<file path="src/rtl/uart_transceiver.sv">
`default_nettype none
// ============================================================================
//  Module   : uart_transceiver
//  Purpose  : Full-duplex 8N1 UART, 16x oversampled RX and TX from system clk.
//  Revision : 1.0  initial release
// ============================================================================
module uart_transceiver #(
    parameter int CLOCK_RATE = 42000000,
    parameter int BAUD_RATE  = 115200
) (
    input  logic       clk,
    input  logic       rst,
    input  logic       uart_rx_pin,
    output logic       uart_tx_pin,
    input  logic       uart_tx_start,
    input  logic [7:0] uart_tx_data,
    output logic       uart_tx_busy,
    output logic [7:0] uart_rx_data,
    output logic       uart_rx_valid,
    output logic       uart_rx_error
);

    localparam int DIV_RAW = CLOCK_RATE / (16 * BAUD_RATE);
    localparam int DIV     = (DIV_RAW < 1) ? 1 : DIV_RAW;
    localparam int DIV_W   = (DIV > 1) ? $clog2(DIV) : 1;
    localparam logic [DIV_W-1:0] C_DIV_LAST = DIV_W'(DIV - 1);

    typedef enum logic [1:0] {
        RX_IDLE  = 2'd0,
        RX_START = 2'd1,
        RX_DATA  = 2'd2,
        RX_STOP  = 2'd3
    } rx_state_t;

    typedef enum logic [1:0] {
        TX_IDLE  = 2'd0,
        TX_START = 2'd1,
        TX_DATA  = 2'd2,
        TX_STOP  = 2'd3
    } tx_state_t;

    // ------------------------------------------------------------------
    // Receiver
    // ------------------------------------------------------------------
    logic             rx_meta_q, rx_sync_q;
    rx_state_t        rx_state_q, rx_state_d;
    logic [DIV_W-1:0] rx_div_q, rx_div_d;
    logic [3:0]       rx_cnt_q, rx_cnt_d;
    logic [2:0]       rx_bit_q, rx_bit_d;
    logic [7:0]       rx_shift_q, rx_shift_d;
    logic [7:0]       rx_data_q, rx_data_d;
    logic             rx_valid_q, rx_valid_d;
    logic             rx_error_q, rx_error_d;
    logic             rx_tick;

    assign rx_tick = (rx_div_q == C_DIV_LAST);

    always_ff @(posedge clk) begin
        if (rst) begin
            rx_meta_q  <= 1'b1;
            rx_sync_q  <= 1'b1;
            rx_state_q <= RX_IDLE;
            rx_div_q   <= '0;
            rx_cnt_q   <= '0;
            rx_bit_q   <= '0;
            rx_shift_q <= '0;
            rx_data_q  <= '0;
            rx_valid_q <= 1'b0;
            rx_error_q <= 1'b0;
        end else begin
            rx_meta_q  <= uart_rx_pin;
            rx_sync_q  <= rx_meta_q;
            rx_state_q <= rx_state_d;
            rx_div_q   <= rx_div_d;
            rx_cnt_q   <= rx_cnt_d;
            rx_bit_q   <= rx_bit_d;
            rx_shift_q <= rx_shift_d;
            rx_data_q  <= rx_data_d;
            rx_valid_q <= rx_valid_d;
            rx_error_q <= rx_error_d;
        end
    end

    always_comb begin
        rx_state_d = rx_state_q;
        rx_div_d   = rx_div_q;
        rx_cnt_d   = rx_cnt_q;
        rx_bit_d   = rx_bit_q;
        rx_shift_d = rx_shift_q;
        rx_data_d  = rx_data_q;
        rx_valid_d = 1'b0;
        rx_error_d = 1'b0;

        if (rx_state_q == RX_IDLE) begin
            if (!rx_sync_q) begin
                rx_state_d = RX_START;
                rx_div_d   = '0;
                rx_cnt_d   = '0;
            end
        end else begin
            rx_div_d = rx_tick ? '0 : rx_div_q + 1'b1;
            if (rx_tick) begin
                rx_cnt_d = rx_cnt_q + 4'd1;
            end
            case (rx_state_q)
                RX_START: begin
                    // Half a bit in: confirm the start bit is still low.
                    if (rx_tick && rx_cnt_q == 4'd7) begin
                        rx_cnt_d   = '0;
                        rx_bit_d   = '0;
                        rx_state_d = rx_sync_q ? RX_IDLE : RX_DATA;
                    end
                end
                RX_DATA: begin
                    if (rx_tick && rx_cnt_q == 4'd15) begin
                        rx_shift_d = {rx_sync_q, rx_shift_q[7:1]};
                        rx_bit_d   = rx_bit_q + 3'd1;
                        if (rx_bit_q == 3'd7) begin
                            rx_state_d = RX_STOP;
                        end
                    end
                end
                RX_STOP: begin
                    if (rx_tick && rx_cnt_q == 4'd15) begin
                        rx_state_d = RX_IDLE;
                        if (rx_sync_q) begin
                            rx_data_d  = rx_shift_q;
                            rx_valid_d = 1'b1;
                        end else begin
                            rx_error_d = 1'b1;
                        end
                    end
                end
                default: rx_state_d = RX_IDLE;
            endcase
        end
    end

    assign uart_rx_data  = rx_data_q;
    assign uart_rx_valid = rx_valid_q;
    assign uart_rx_error = rx_error_q;

    // ------------------------------------------------------------------
    // Transmitter
    // ------------------------------------------------------------------
    tx_state_t        tx_state_q, tx_state_d;
    logic [DIV_W-1:0] tx_div_q, tx_div_d;
    logic [3:0]       tx_cnt_q, tx_cnt_d;
    logic [2:0]       tx_bit_q, tx_bit_d;
    logic [7:0]       tx_shift_q, tx_shift_d;
    logic             tx_pin_q, tx_pin_d;
    logic             tx_busy_q, tx_busy_d;
    logic             tx_tick;
    logic             tx_bit_end;

    assign tx_tick    = (tx_div_q == C_DIV_LAST);
    assign tx_bit_end = tx_tick && (tx_cnt_q == 4'd15);

    always_ff @(posedge clk) begin
        if (rst) begin
            tx_state_q <= TX_IDLE;
            tx_div_q   <= '0;
            tx_cnt_q   <= '0;
            tx_bit_q   <= '0;
            tx_shift_q <= '0;
            tx_pin_q   <= 1'b1;
            tx_busy_q  <= 1'b0;
        end else begin
            tx_state_q <= tx_state_d;
            tx_div_q   <= tx_div_d;
            tx_cnt_q   <= tx_cnt_d;
            tx_bit_q   <= tx_bit_d;
            tx_shift_q <= tx_shift_d;
            tx_pin_q   <= tx_pin_d;
            tx_busy_q  <= tx_busy_d;
        end
    end

    always_comb begin
        tx_state_d = tx_state_q;
        tx_div_d   = tx_div_q;
        tx_cnt_d   = tx_cnt_q;
        tx_bit_d   = tx_bit_q;
        tx_shift_d = tx_shift_q;
        tx_pin_d   = tx_pin_q;
        tx_busy_d  = tx_busy_q;

        if (tx_state_q == TX_IDLE) begin
            tx_pin_d  = 1'b1;
            tx_busy_d = 1'b0;
            if (uart_tx_start) begin
                tx_shift_d = uart_tx_data;
                tx_state_d = TX_START;
                tx_pin_d   = 1'b0;
                tx_busy_d  = 1'b1;
                tx_div_d   = '0;
                tx_cnt_d   = '0;
                tx_bit_d   = '0;
            end
        end else begin
            tx_div_d = tx_tick ? '0 : tx_div_q + 1'b1;
            if (tx_tick) begin
                tx_cnt_d = tx_cnt_q + 4'd1;
            end
            if (tx_bit_end) begin
                case (tx_state_q)
                    TX_START: begin
                        tx_pin_d   = tx_shift_q[0];
                        tx_state_d = TX_DATA;
                    end
                    TX_DATA: begin
                        // Bit 0 of the shifter is always the bit on the pin.
                        if (tx_bit_q == 3'd7) begin
                            tx_pin_d   = 1'b1;
                            tx_state_d = TX_STOP;
                        end else begin
                            tx_shift_d = {1'b0, tx_shift_q[7:1]};
                            tx_pin_d   = tx_shift_q[1];
                            tx_bit_d   = tx_bit_q + 3'd1;
                        end
                    end
                    TX_STOP: begin
                        tx_pin_d   = 1'b1;
                        tx_busy_d  = 1'b0;
                        tx_state_d = TX_IDLE;
                    end
                    default: tx_state_d = TX_IDLE;
                endcase
            end
        end
    end

    assign uart_tx_pin  = tx_pin_q;
    assign uart_tx_busy = tx_busy_q;

endmodule
`default_nettype wire

</file>
<file path="config.mk">
export PLATFORM = sky130hd
export DESIGN_NAME = uart_transceiver
export DESIGN_NICKNAME = d
export VERILOG_FILES = /design/src/rtl/uart_transceiver.sv
export SDC_FILE = /design/constraint.sdc
export NUM_CORES = 1
export LEC_CHECK = 0
export CAP_MARGIN = 20
export CORE_MARGIN = 2
export CORE_UTILIZATION = 58
export DETAILED_ROUTE_END_ITERATION = 10
export GPL_TIMING_DRIVEN = 1
export HOLD_SLACK_MARGIN = 0.06
export PLACE_DENSITY = 0.8
export SLEW_MARGIN = 10
export SYNTH_ARGS = -nofsm -noshare
export SYNTH_HDL_FRONTEND = slang
export SYNTH_SLANG_ARGS = --single-unit
export TNS_END_PERCENT = 100
</file>
<file path="constraint.sdc">
create_clock -name clk -period 2.8 [get_ports clk]
set_input_delay 0.56 -clock clk [delete_from_list [all_inputs] [get_ports clk]]
set_output_delay 0.56 -clock clk [all_outputs]
set_load 0.02 [all_outputs]
</file>
==> metrics.md <==
| Metric | Value |
|---|---|
| CTS Sinks | 58 |
| Global-route met1 utilization | about 29% |
| Setup TNS | 0 ps |
| VDD IR max | 463 uV |
| Layout cells sized above 1 | 10.1% |
| Hold Vio Cnt, Final | 0 |
| Avg Cell Area, Syn | between 9 and 10 sq um |
| CP arrival | around 2700 ps |
| Hold_sp | rx_meta_q$_SDFF_PP1_ |
| PortBufs | 23 |
| Hold crit path type | flip-flop to flip-flop |
| DIE HEIGHT | 75.5 um |
| Drt total wl | 6200 um |
| H-tree depth | 3 |
| GP Congestion | 0.910 |
| Yosys reg bits | 58 |
| CTS tree | built |
| CTS buffer count | 9 |
| Vias per cell | approximately 5.8 |
| CP startpoint kind | flip-flop |
| Final min period | 2420 ps |
| Synth Cell Area | 0.00296 sq mm |
| Fmax | 414 MHz |
| Register area share after synthesis | 39.2% |
| Layout net count | 373 |
| DR WL/cell | 14.8 um |
| Max-Slew Margin vs Limit | 49.8% |
| Hold worst-path end | rx_sync_q$_SDFF_PP1_ |
| IO Pins | 24 |
| GRT overflow | 0 |
| First-pass DRT Iterations | 4 |
| Max cap viols | 0 |
| Syn Inst Count | 326 |
| Power per Cell Area | 588 mW/mm^2 |
| Final period util | 86.3% |
| Synth Area in Simple Gates | 22.5% |
| Crit. End Element | flip-flop |
| Multiplexer area fraction after synthesis | 9.16% |
| Number of flops mapped to enable cells by yosys | 0 |
| # hold bufs at CTS | 0 |
| Final Slew Violations | 0 |
| Residual DRC count | 0 |
| Netlist cell types | 58 |
| Compound-Gate Fraction of Synth Area | 16.2% |
| RR Startpoint | tx_state_q[0]$_SDFFE_PP0P_ |
| R2R Setup Slk | between 300 and 400 ps |
| Worst EP required | 3030 ps |
| HPWL Detailed | 3980 um |
| Post-synth ARST share | 0% |
| Dpl cells | roughly 400 |
| Worst-path clk slew | 70 ps |
| Met2 usage | 39.5% |
| RSZ-0062 raised after global routing | false |
| Die Wd | between 70 and 80 um |
| Total GRT Usage | 23.5% |
| Routed Antenna Nets | 0 |
| Antenna cell count | 0 |
| Pin count of the biggest net entering global routing | 50 |
| Core area | 0.00501 sq mm |
| # Post-CTS Setup Buffers | 0 |
| Later-pin clock latency in the skew report | 330 ps |
| Endpoints failing setup | 0 |
| Setup CP Type | flip-flop to flip-flop |
| GR Util met3 | 5.56% |
| Maximum root-to-sink buffer count | 2 |
| Die area | 0.00570 sq mm |
| Worst path max stage delay | approximately 600 ps |
| P&R area growth vs syn | 14.6% |
| Worst R2R Path Depth | 6 |
| Synth Area in XOR/XNOR | 0% |
| Maximum fanout along the worst path | 16 |
| Combinational family with the most area after synthesis | simple AND/OR/NAND/NOR gates |
| Starting DRT DRC Count | 166 |
| Critical R2R Capture | tx_shift_q[1]$_SDFFE_PP0P_ |
| Number of global-route vias before repair | 2,206 |
| Vias | 2,413 |
| Hold path depth | 1 |
| First-pass GRT wire length | between 10,000 and 15,000 um |
| Initial antenna violation count | 0 |
| Tightest Pin Transition | 753 ps |
| Crit path cell chain | inv_1 > ha_1 > or3b_1 > o31ai_4 > nor2_1 > a211oi_1 |
| Synthesized net count | 356 |
| Initial core utilization | about three fifths |
| Synthesis Warnings | 0 |
| Resize count post-CTS | 0 |
| Clk root buf | clkbuf_8 |
| LEAKAGE | between 1 and 1.5 nW |
| Top Usage Layer GRT | met2 |
| Slowest CP cell | o31ai_4 |
| Ys flop type | dfxtp_1 |
| Filler Cell Count | 422 |
| Row cnt | 26 |
| Clock Skew | 4.90 ps |
| Finished Layout Cells | 418 |
| Status | finished, final reports clean |
| Synth Area in Adders | 7.60% |
[worst max-delay path, delay by kind of cell (launching register included)]
family	cells	cell delay, ps
flops	1	380
compound gates	2	910
buf+inv	1	80
simple gates	2	590
fa+ha+maj	1	350
[metal layers]
| metal | wire length (um) | vias to the layer above | share of wire, % |
|---|---|---|---|
| met5 | 0 | - | 0 |
| met3 | 282 | 6 | 4.5 |
| met1 | 2790 | 1143 | 45 |
| li1 | - | 1205 | - |
| met2 | 3070 | 59 | 49 |
| met4 | 56 | 0 | 0.90 |
[flip-flops by register name, indices dropped and copies added (netlist names), 3 cells and up]
signal        flops
rx_bit_q          3
uart_rx_data      8
rx_div_q          5
rx_shift_q        8
tx_shift_q        8
tx_cnt_q          4
rx_cnt_q          4
tx_bit_q          3
tx_div_q          5
[worst max path at each step]
stage	end	from	cells past startpoint
finish	tx_shift_q[1]$_SDFFE_PP0P_	tx_state_q[0]$_SDFFE_PP0P_	6
global route	tx_shift_q[1]$_SDFFE_PP0P_	tx_state_q[0]$_SDFFE_PP0P_	6
CTS	tx_shift_q[1]$_SDFFE_PP0P_	tx_state_q[0]$_SDFFE_PP0P_	6
detailed placement	rx_state_q[0]$_SDFFE_PP0P_	rx_state_q[0]$_SDFFE_PP0P_	6
global placement	rx_state_q[0]$_SDFFE_PP0P_	rx_state_q[0]$_SDFFE_PP0P_	6
floorplan	rx_state_q[0]$_SDFFE_PP0P_	rx_state_q[0]$_SDFFE_PP0P_	7
[kinds of logic (layout without fill, tap and decap cells)]
logic type / after synthesis / count (layout)
AO/OA/AOI/OAI: 67 / 67
adder cells (fa/ha/maj): 18 / 18
buffers and inverters: 33 / 55
flip-flops: 58 / 58
multiplexers: 27 / 27
AND/OR/NAND/NOR: 123 / 123
[power breakdown]
group / switching, W / internal, W
combinational: 0.000195 / 0.000132
clock: 0.000330 / 0.000458
sequential: 0.0000256 / 0.000856
total: 0.000550 / 0.00145
[Yosys cell counts (2+ instances only)]
master    count  area (sq um)
nor3_1        6          30.0
nand2b_1      5          31.3
buf_6         3          33.8
o21ai_0      12          60.1
or4_1         2          15.0
inv_1        12          45.0
a211oi_2      3          37.5
dfxtp_1      58          1160
a21oi_1      21           105
nor2_1       36           135
nor4_4        2          42.5
nand2_1      31           116
nand3b_1      4          30.0
or2_2         2          12.5
mux2i_1      26           260
nor4_1        4          25.0
ha_1         18           225
and4b_1       2          20.0
nand3_1       9          45.0
and3_1        2          12.5
clkbuf_1      9          33.8
a311oi_1      3          26.3
o32ai_1       2          17.5
a41oi_1       3          26.3
a211oi_1      7          52.6
buf_2         6          30.0
nor2b_1       2          12.5
or3_1         3          18.8
nand4_1       4          25.0
[cell usage in the layout, fill, tap and decap left out, types with 2 or more instances in the layout]
cell type,count
or4_1,2
dfxtp_1,58
nand2b_1,5
a211oi_1,7
inv_1,12
a21oi_1,21
nand2_1,31
clkdlybuf4s50_1,22
nor2b_1,2
nor4_4,2
nor2_1,36
ha_1,18
o32ai_1,2
o21ai_0,12
clkinvlp_4,2
or3_1,3
buf_4,3
or2_2,2
nand4_1,4
nor3_1,6
nand3b_1,4
a41oi_1,3
and4b_1,2
a211oi_2,3
nand3_1,9
and3_1,2
nor4_1,4
clkbuf_8,11
mux2i_1,26
a311oi_1,3
[final cells by class]
cell class / count / area [sq um] / share of cell area [%]
clock buffers: 12 / 155 / 4.57
clock inverters: 4 / 50.0 / 1.47
multi-input cells: 235 / 1640 / 48.4
well taps: 70 / 87.6 / 2.58
inverters: 13 / 48.8 / 1.44
flip-flops and latches: 58 / 1160 / 34.2
repair buffers: 26 / 248 / 7.30
[stage by stage]
stage	hold slack [ps]	utilization [%]	setup WS [ps]	total power, W	instance area [sq um]
2_1_floorplan	389	-	853	0.00116	2960
3_3_place_gp	390	63.7	559	0.00121	3190
3_5_place_dp	397	63.7	456	0.00122	3190
4_1_cts	413	67.8	375	0.00201	3390
5_1_grt	443	67.8	222	0.00208	3390
6_report	413	67.8	383	0.00200	3390
No activity file was read; power rests on OpenSTA's default activity.
